## config.mk

```make
export PLATFORM = sky130hd
export DESIGN_NAME = patch_row_accumulator
export DESIGN_NICKNAME = d
export VERILOG_FILES = /design/src/rtl/patch_row_accumulator.sv
export SDC_FILE = /design/constraint.sdc
export NUM_CORES = 2
export LEC_CHECK = 0
export CAP_MARGIN = 20
export CORE_AREA = 2 2 315 317
export CTS_BUF_LIST = sky130_fd_sc_hd__clkbuf_2 sky130_fd_sc_hd__clkbuf_4 sky130_fd_sc_hd__clkbuf_8
export CTS_CLUSTER_SIZE = 25
export DETAILED_ROUTE_END_ITERATION = 8
export DIE_AREA = 0 0 317 319
export PLACE_DENSITY = 0.77
export SYNTH_ARGS = -nofsm -noshare
export SYNTH_HDL_FRONTEND = slang
export SYNTH_SLANG_ARGS = --single-unit
```

## constraint.sdc

```tcl
create_clock -name cl_clk -period 12.83 [get_ports cl_clk]
set_clock_uncertainty 0.2 [all_clocks]
set_input_delay 2.566 -clock cl_clk [delete_from_list [all_inputs] [get_ports cl_clk]]
set_output_delay 2.566 -clock cl_clk [all_outputs]
set_load 0.005 [all_outputs]
```

## src/rtl/patch_row_accumulator.sv

```systemverilog
// Patch row accumulator.
// Extracts PATCH_SIZE consecutive columns of one configured row from a
// multi-lane, multi-row camera-link beat stream. Each matched pixel is
// dark-subtracted (clamped at zero) and weighted in stage 1. Stage 2 adds
// the lane products into a saturating accumulator. The result is returned
// with its owner tag over a valid/ack handshake.
//
// state  | meaning
// -------+-----------------------------------------------------------
// IDLE   | waiting for a configuration, cfg_rdy high
// ACCUM  | matching beats, filling the column mask
// FLUSH1 | last products sitting in the stage-1 registers
// FLUSH2 | accumulator holds the final sum, result raised on next edge
// DONE   | result held until sum_ack
module patch_row_accumulator #(
    parameter int N_LANE      = 4,
    parameter int N_ROW       = 2,
    parameter int PIXEL_SIZE  = 12,
    parameter int WEIGHT_SIZE = 16,
    parameter int PATCH_SIZE  = 6,
    parameter int N_COL_SIZE  = 12,
    parameter int SUM_SIZE    = 32,
    parameter int TAG_SIZE    = 4
) (
    input  logic                                 cl_clk,
    input  logic                                 reset,
    input  logic                                 cfg_valid,
    output logic                                 cfg_rdy,
    input  logic [N_COL_SIZE-1:0]                cfg_start_col,
    input  logic [((N_ROW > 1) ? $clog2(N_ROW) : 1)-1:0] cfg_row,
    input  logic [TAG_SIZE-1:0]                  cfg_tag,
    input  logic [PATCH_SIZE*PIXEL_SIZE-1:0]     cfg_dark,
    input  logic [PATCH_SIZE*WEIGHT_SIZE-1:0]    cfg_weight,
    input  logic                                 pix_valid,
    input  logic [N_COL_SIZE-1:0]                pix_r_col,
    input  logic [$clog2(N_LANE):0]              pix_n,
    input  logic [N_ROW*N_LANE*PIXEL_SIZE-1:0]   pix_data,
    input  logic                                 pix_eol,
    output logic                                 busy,
    output logic                                 sum_valid,
    input  logic                                 sum_ack,
    output logic [SUM_SIZE-1:0]                  sum,
    output logic [TAG_SIZE-1:0]                  sum_tag,
    output logic                                 sum_partial
);

    localparam int ROW_W  = (N_ROW > 1) ? $clog2(N_ROW) : 1;
    localparam int CW     = N_COL_SIZE + 1;
    localparam int PROD_W = PIXEL_SIZE + WEIGHT_SIZE;
    localparam int TREE_W = PROD_W + $clog2(N_LANE) + 1;
    localparam int ADD_W  = ((SUM_SIZE > TREE_W) ? SUM_SIZE : TREE_W) + 1;

    localparam logic [2:0] ST_IDLE   = 3'd0;
    localparam logic [2:0] ST_ACCUM  = 3'd1;
    localparam logic [2:0] ST_FLUSH1 = 3'd2;
    localparam logic [2:0] ST_FLUSH2 = 3'd3;
    localparam logic [2:0] ST_DONE   = 3'd4;

    logic [2:0]                       state_q, state_d;
    logic [N_COL_SIZE-1:0]            start_col_q, start_col_d;
    logic [ROW_W-1:0]                 row_q, row_d;
    logic [TAG_SIZE-1:0]              tag_q, tag_d;
    logic [PATCH_SIZE*PIXEL_SIZE-1:0] dark_q, dark_d;
    logic [PATCH_SIZE*WEIGHT_SIZE-1:0] weight_q, weight_d;
    logic [PATCH_SIZE-1:0]            mask_q, mask_d;
    logic                             partial_q, partial_d;
    logic                             sum_valid_q, sum_valid_d;
    logic [SUM_SIZE-1:0]              acc_q, acc_d;
    logic                             sat_q, sat_d;
    logic [PROD_W-1:0]                prod_q [N_LANE];
    logic [PROD_W-1:0]                prod_d [N_LANE];

    logic                             cfg_accept;
    logic                             accum_beat;
    logic [PATCH_SIZE-1:0]            hit_mask;
    logic [CW-1:0]                    lane_col   [N_LANE];
    logic [CW-1:0]                    lane_k     [N_LANE];
    logic [N_LANE-1:0]                lane_ok;
    logic [N_LANE-1:0]                lane_hit;
    logic [PIXEL_SIZE-1:0]            lane_px    [N_LANE];
    logic [PIXEL_SIZE-1:0]            lane_dark  [N_LANE];
    logic [PIXEL_SIZE-1:0]            lane_diff  [N_LANE];
    logic [WEIGHT_SIZE-1:0]           lane_wt    [N_LANE];
    logic [TREE_W-1:0]                tree_sum;
    logic [ADD_W-1:0]                 acc_sum;

    assign cfg_accept = (state_q == ST_IDLE) && cfg_valid;
    assign accum_beat = (state_q == ST_ACCUM) && pix_valid;

    // Lane column and patch index; computed one bit wider so a column left
    // of the patch shows up as negative instead of aliasing into range.
    always_comb begin
        for (int i = 0; i < N_LANE; i++) begin
            lane_col[i] = CW'(pix_r_col) - CW'(i);
            lane_k[i]   = lane_col[i] - CW'(start_col_q);
            lane_ok[i]  = (CW'(i) < CW'(pix_n))
                       && (CW'(i) <= CW'(pix_r_col))
                       && !lane_k[i][CW-1]
                       && (lane_k[i] < CW'(PATCH_SIZE));
        end
    end

    // Row select: pick the configured row's pixel for every lane.
    always_comb begin
        for (int i = 0; i < N_LANE; i++) begin
            lane_px[i] = '0;
            for (int r = 0; r < N_ROW; r++) begin
                if (row_q == ROW_W'(r)) begin
                    lane_px[i] = pix_data[(r*N_LANE+i)*PIXEL_SIZE +: PIXEL_SIZE];
                end
            end
        end
    end

    // Stage 1: match lanes to unfilled patch indices, clamp-subtract and weight.
    always_comb begin
        hit_mask = '0;
        for (int i = 0; i < N_LANE; i++) begin
            lane_hit[i]  = 1'b0;
            lane_dark[i] = '0;
            lane_wt[i]   = '0;
            prod_d[i]    = '0;
            for (int j = 0; j < PATCH_SIZE; j++) begin
                if (accum_beat && lane_ok[i] && (lane_k[i] == CW'(j)) && !mask_q[j]) begin
                    lane_hit[i]  = 1'b1;
                    lane_dark[i] = dark_q[j*PIXEL_SIZE +: PIXEL_SIZE];
                    lane_wt[i]   = weight_q[j*WEIGHT_SIZE +: WEIGHT_SIZE];
                    hit_mask[j]  = 1'b1;
                end
            end
            lane_diff[i] = (lane_px[i] > lane_dark[i]) ? (lane_px[i] - lane_dark[i]) : '0;
            if (lane_hit[i]) begin
                prod_d[i] = PROD_W'(lane_diff[i]) * PROD_W'(lane_wt[i]);
            end
        end
    end

    // Stage 2: reduce the registered lane products (zero for unmatched lanes).
    always_comb begin
        tree_sum = '0;
        for (int i = 0; i < N_LANE; i++) begin
            tree_sum = tree_sum + TREE_W'(prod_q[i]);
        end
    end

    assign acc_sum = ADD_W'(acc_q) + ADD_W'(tree_sum);

    // Saturating accumulator; once clipped it stays at full scale until reconfigured.
    always_comb begin
        acc_d = acc_q;
        sat_d = sat_q;
        if (cfg_accept) begin
            acc_d = '0;
            sat_d = 1'b0;
        end else if (sat_q) begin
            acc_d = '1;
        end else if (|acc_sum[ADD_W-1:SUM_SIZE]) begin
            acc_d = '1;
            sat_d = 1'b1;
        end else begin
            acc_d = acc_sum[SUM_SIZE-1:0];
        end
    end

    // Sequencing FSM, configuration capture and column mask.
    always_comb begin
        state_d     = state_q;
        start_col_d = start_col_q;
        row_d       = row_q;
        tag_d       = tag_q;
        dark_d      = dark_q;
        weight_d    = weight_q;
        mask_d      = mask_q;
        partial_d   = partial_q;
        sum_valid_d = sum_valid_q;
        case (state_q)
            ST_IDLE: begin
                if (cfg_valid) begin
                    start_col_d = cfg_start_col;
                    row_d       = cfg_row;
                    tag_d       = cfg_tag;
                    dark_d      = cfg_dark;
                    weight_d    = cfg_weight;
                    mask_d      = '0;
                    partial_d   = 1'b0;
                    state_d     = ST_ACCUM;
                end
            end
            ST_ACCUM: begin
                if (pix_valid) begin
                    mask_d = mask_q | hit_mask;
                    if (&(mask_q | hit_mask)) begin
                        partial_d = 1'b0;
                        state_d   = ST_FLUSH1;
                    end else if (pix_eol) begin
                        partial_d = 1'b1;
                        state_d   = ST_FLUSH1;
                    end
                end
            end
            ST_FLUSH1: begin
                state_d = ST_FLUSH2;
            end
            ST_FLUSH2: begin
                state_d     = ST_DONE;
                sum_valid_d = 1'b1;
            end
            ST_DONE: begin
                if (sum_ack) begin
                    state_d     = ST_IDLE;
                    sum_valid_d = 1'b0;
                end
            end
            default: begin
                state_d     = ST_IDLE;
                sum_valid_d = 1'b0;
            end
        endcase
    end

    // State and datapath registers; reset discards any work in flight.
    always_ff @(posedge cl_clk or posedge reset) begin
        if (reset) begin
            state_q     <= ST_IDLE;
            start_col_q <= '0;
            row_q       <= '0;
            tag_q       <= '0;
            dark_q      <= '0;
            weight_q    <= '0;
            mask_q      <= '0;
            partial_q   <= 1'b0;
            sum_valid_q <= 1'b0;
            acc_q       <= '0;
            sat_q       <= 1'b0;
            for (int i = 0; i < N_LANE; i++) begin
                prod_q[i] <= '0;
            end
        end else begin
            state_q     <= state_d;
            start_col_q <= start_col_d;
            row_q       <= row_d;
            tag_q       <= tag_d;
            dark_q      <= dark_d;
            weight_q    <= weight_d;
            mask_q      <= mask_d;
            partial_q   <= partial_d;
            sum_valid_q <= sum_valid_d;
            acc_q       <= acc_d;
            sat_q       <= sat_d;
            for (int i = 0; i < N_LANE; i++) begin
                prod_q[i] <= prod_d[i];
            end
        end
    end

    assign cfg_rdy     = (state_q == ST_IDLE);
    assign busy        = (state_q != ST_IDLE);
    assign sum_valid   = sum_valid_q;
    assign sum         = acc_q;
    assign sum_tag     = tag_q;
    assign sum_partial = partial_q;

endmodule

```

# After elaboration in Yosys (flattened, before gate mapping)
# Cells that the tools add are included.
dict set report word_totals {
  register_bits 341
  out_inout_bits 40
}
dict set report op_classes {
  n_addsub 15
  mul 4
  n_lt_le_gt_ge 15
  eq_ne 28
  muxes 129
  n_bitwise 2
  reduce_logical 89
}
# operator count
set ops {}
lappend ops {{12-bit two-way mux} 32}
lappend ops {{16-bit two-way mux} 24}
lappend ops {{12-bit by 16-bit multiplier with 28-bit output} 4}
lappend ops {{28-bit two-way mux} 4}
lappend ops {{13-bit by 2-bit equality test with 1-bit output (second input constant)} 8}
lappend ops {{13-bit by 3-bit equality test with 1-bit output (second input constant)} 8}
lappend ops {{32-bit two-way mux} 3}
lappend ops {{1-bit logical AND} 65}
lappend ops {{1-bit two-way mux} 55}
lappend ops {{13-bit by 1-bit equality test with 1-bit output (second input constant)} 4}
lappend ops {{13-bit logical NOT} 4}
lappend ops {{13-bit by 3-bit less-than comparator with 1-bit output (second input constant)} 4}
lappend ops {{12-bit > comparator} 4}
lappend ops {{12-bit subtractor} 4}
lappend ops {{13-bit by 12-bit subtractor with 13-bit output} 3}
lappend ops {{32-bit by 31-bit adder with 33-bit output} 1}
lappend ops {{30-bit by 28-bit adder with 31-bit output} 1}
lappend ops {{29-bit by 28-bit adder with 30-bit output} 1}
lappend ops {{28-bit by 28-bit adder with 29-bit output} 1}
lappend ops {{12-bit by 2-bit subtractor with 13-bit output (second input constant)} 2}
lappend ops {{2-bit by 12-bit <= comparator with 1-bit output (first input constant)} 2}
lappend ops {{3-bit two-way mux} 5}
lappend ops {{3-bit one-hot mux with 5 select lines} 1}
lappend ops {{12-bit by 1-bit subtractor with 13-bit output (second input constant)} 1}
lappend ops {{24 further kinds} 41}

# Logic depth before layout (Yosys ltp)
dict set report depth {
  word_depth 18
  ltp_mapped 59
  mapped_depth_nobuf 53
}

# Least setup slack after synthesis
# No wires, ideal clock.
dict set report synth_path {
  path_kind {input-to-reg}
  start {input port pix_r_col[6]}
  end {register prod_q[54] (netlist bit)}
  t_arrival_ns 13.527
  t_required_ns 12.498
  setup_slack_ns -1.029
  stages 58
  path_buffers 9
  cell_sequence {inv_1 -> ha_1 -> buf_2 -> inv_1 -> ha_1 -> buf_2 -> a21oi_2 -> o221ai_1 -> a2111o_1 -> o31ai_2 -> nand4_1 -> or3_1 -> buf_6 -> nor4_4 -> buf_6 -> buf_6 -> buf_2 -> a222oi_1 -> (+22 left out) -> fa_1 -> inv_1 -> fa_1 -> inv_1 -> fa_1 -> inv_1 -> ha_1 -> nor3_1 -> o21a_1 -> a2111oi_0 -> a2111o_1 -> a311o_1 -> a221o_1 -> a21o_1 -> a31oi_1 -> o21ai_0 -> xnor2_1 -> nor2_1}
}
# item line_no
set synth_lines {}
lappend synth_lines {{from (decl)} 35} ;# input logic [N_COL_SIZE-1:0] pix_r_col,
lappend synth_lines {{to (signal, indexed assignment)} 251} ;# prod_q[i] <= prod_d[i];
lappend synth_lines {{to (decl)} 70} ;# logic [PROD_W-1:0] prod_q [N_LANE];

==> metrics.txt <==
leakage power=31.8 nW; gpl congestion=1.14; vias in the first global route=47500; CP Capture Type=flop; number of synthesized flops with an enable pin=0; XOR/XNOR Fraction of Synth Area=2.80%; max-cap violations=0; crit-path max FO=6; syn nets=7054; Comb pwr share=57.3%; Die H=319 um; Post-Syn Area=48700 um^2; Area growth, synth to finish=28.6%; number of I/O pins=342; clk sinks=341; critical path class=in2reg; Slew HR=21.5%; Worst Path Arrival=13000 ps; first-pass GRT wire length=278 mm; crit path launch type=input port; worst r2r dst=prod_q[23]; number of synthesis warnings=0; Final nets=8073; 1st-pass router iterations=9; CTS hold repair buffers=0; CTS buffer count=58; post-route DRC violation count=182; top cell type by total area after synthesis=fa_1; Worst IR Drop VDD=0.000223 V; worst setup margin=190 ps; via-per-instance ratio=5.78; final wirelength=185 mm; Worst Hold Class=reg2reg; fraction of the mapped netlist area in adder cells=36.6%; failing checks=DRC; Synth area leaders=fa_1, dfrtp_1, ha_1; Slew Viols, Final=0; initial antenna violation count=5; sequential share of power=28.0%; cells after synthesis=5718; DRT iter0 DRCs=4858; crit-path max cell delay=560 ps; largest net degree at the start of global routing=109; Clock Power Share=14.7%; CP max stage cell=fa_2; dpl cells=7892; final core occ=64.0%; die area=101000 um^2; Buffers on Ports=341; FP Rows=115; Tcrit/Tclk final=98.5%; final hold vios=0; FF+latch count, synth=341; R2R setup slack=1630 ps; DR WL/cell=22.9 um; largest family of logic cells by synthesized area=adder cells; post-synthesis mux area share=2.05%; setup slack after placement=-1570 ps; Worst-path clk slew=60 ps; Synth Flop Type=dfrtp_1; Max Buffers Root-to-Sink=3; hold_ws=282 ps; DP Wirelength=150 mm; setup_tns=0 ps; status=finished with violations; Switch Pwr=0.00376 W; Power Internal=0.00405 W; CTS root buffer=clkbuf_8; Simple-Gate Fraction of Synth Area=19.2%; Compound-Gate Fraction of Synth Area=12.6%; Sw Ratio=48.1%; most frequent cells in the layout=nand2_1, buf_4, inv_1, fa_1, ha_1; clock latency on the worst-skew pair=780 ps; Worst setup endpoint=prod_q[23]; layout cells sized above 1=20.8%; Slew @ Worst Pin=1170 ps; final std cells w/o fill=8076; initial core utilization=49.8%; Final ANT Viol Nets=0; gr ovfl total=0; critical path startpoint=pix_r_col[1]; Worst R2R Path Depth=50; CTS HTree Levels=2; core area=97700 um^2; post-synth top area share=26.8%; worst r2r src=start_col_q[1]; vias=46700; pwr dens=125 nW/um^2; CTS tree=done; Mean Syn Cell Area=8.51 um^2; CP required=13190 ps; leading cell type in the layout, fill and taps excluded=nand2_1; Seq/Total Area, Yosys=17.5%; die width=317 um; Fmax=79.1 MHz; Async SR Flop Fraction=100%; Global Route Usage Sum=36.3%; unrepaired setup endpoints after global routing=true; endpoints failing setup=0; min cycle time layout=12640 ps; Distinct cells, synth=93
[worst min path at each step]
stage	startpoint	endpoint	cells past startpoint
after detailed placement	sum_tag[1]	sum_tag[1]	2
after global placement	sum_tag[3]	sum_tag[3]	2
final	sum_tag[3]	sum_tag[3]	2
after CTS	sum_tag[1]	sum_tag[1]	2
after floorplan	sum_tag[0]	sum_tag[0]	2
after global routing	sum_tag[3]	sum_tag[3]	2
[repair_timing]
item | 4_1_cts | 5_1_grt
pin swaps | 55 | 170
endpoints found under the setup margin | 45 | 52
cloned | 5 | 2
resized for setup | 116 | 252
buffers inserted | 30 | 38
[Yosys cell counts (all sizes together), types with 69 or more instances]
library cell and number:
a21oi 248, nand2 1257, xnor2 94, ha 383
a21o 69, a222oi 78, inv 831, nor2 263
and3 88, buf 123, dfrtp 341, clkbuf 174
and2 128, nor2b 83, fa 651, o21ai 114
[stage by stage]
stage | instance area, um^2 | power, W
after CTS | 61300 | 0.00730
after detailed placement | 59200 | 0.00596
after global routing | 62600 | 0.00811
after floorplan | 49100 | 0.00373
after global placement | 59200 | 0.00589
final | 62600 | 0.00780
[layer usage]
| metal | track usage (%) | part of all wire [%] | vias up |
|---|---|---|---|
| li1 | - | - | 20600 |
| met1 | 45.4 | 37 | 22500 |
| met2 | 55.3 | 43 | 2853 |
| met3 | 9.47 | 11 | 744 |
| met4 | 23.8 | 8.5 | 2 |
| met5 | 0.290 | 0.0076 | - |
[worst max-delay path, delay by kind of cell]
family / cells / cell delay [ps]
buffers and inverters: 10 / 710
adders and majority gates: 11 / 4100
xor gates and xnor gates: 1 / 140
and+or+nand+nor: 11 / 2330
AOI/OAI and AO/OA: 19 / 3120
[power groups by stage]
stage / Sequential (W) / Combinational [W] / Clock [W]
floorplan: 0.00164 / 0.00209 / 0
global placement: 0.00209 / 0.00381 / 0
detailed placement: 0.00209 / 0.00387 / 0
CTS: 0.00207 / 0.00407 / 0.00116
global route: 0.00214 / 0.00476 / 0.00121
finish: 0.00219 / 0.00447 / 0.00115
[final cells by class]
| type | count | area [um^2] |
|---|---|---|
| multi-input combinational | 4252 | 37400 |
| fill | 7855 | 35100 |
| timing repair buffer | 1253 | 10500 |
| sequential | 341 | 8530 |
| inverter | 831 | 3130 |
| tap | 1287 | 1610 |
| clock buffer | 80 | 1030 |
| clock inverter | 29 | 314 |
| antenna | 3 | 7.51 |
[logic make-up after synthesis]
family	Yosys count
AOI/OAI and AO/OA	878
buffers and inverters	1128
xor gates and xnor gates	155
DFF	341
adders and majority gates	1034
muxes	94
and+or+nand+nor	2088
[state kept, by name (all words and copies together), names as in the netlist]
name	flops
dark_q	72
sat_q	1
weight_q	96
sum_tag	4
state_q	3
sum_valid	1
sum_partial	1
start_col_q	12
prod_q	112
mask_q	6
row_q	1
sum	32
No activity file was read; power rests on OpenSTA's default activity.
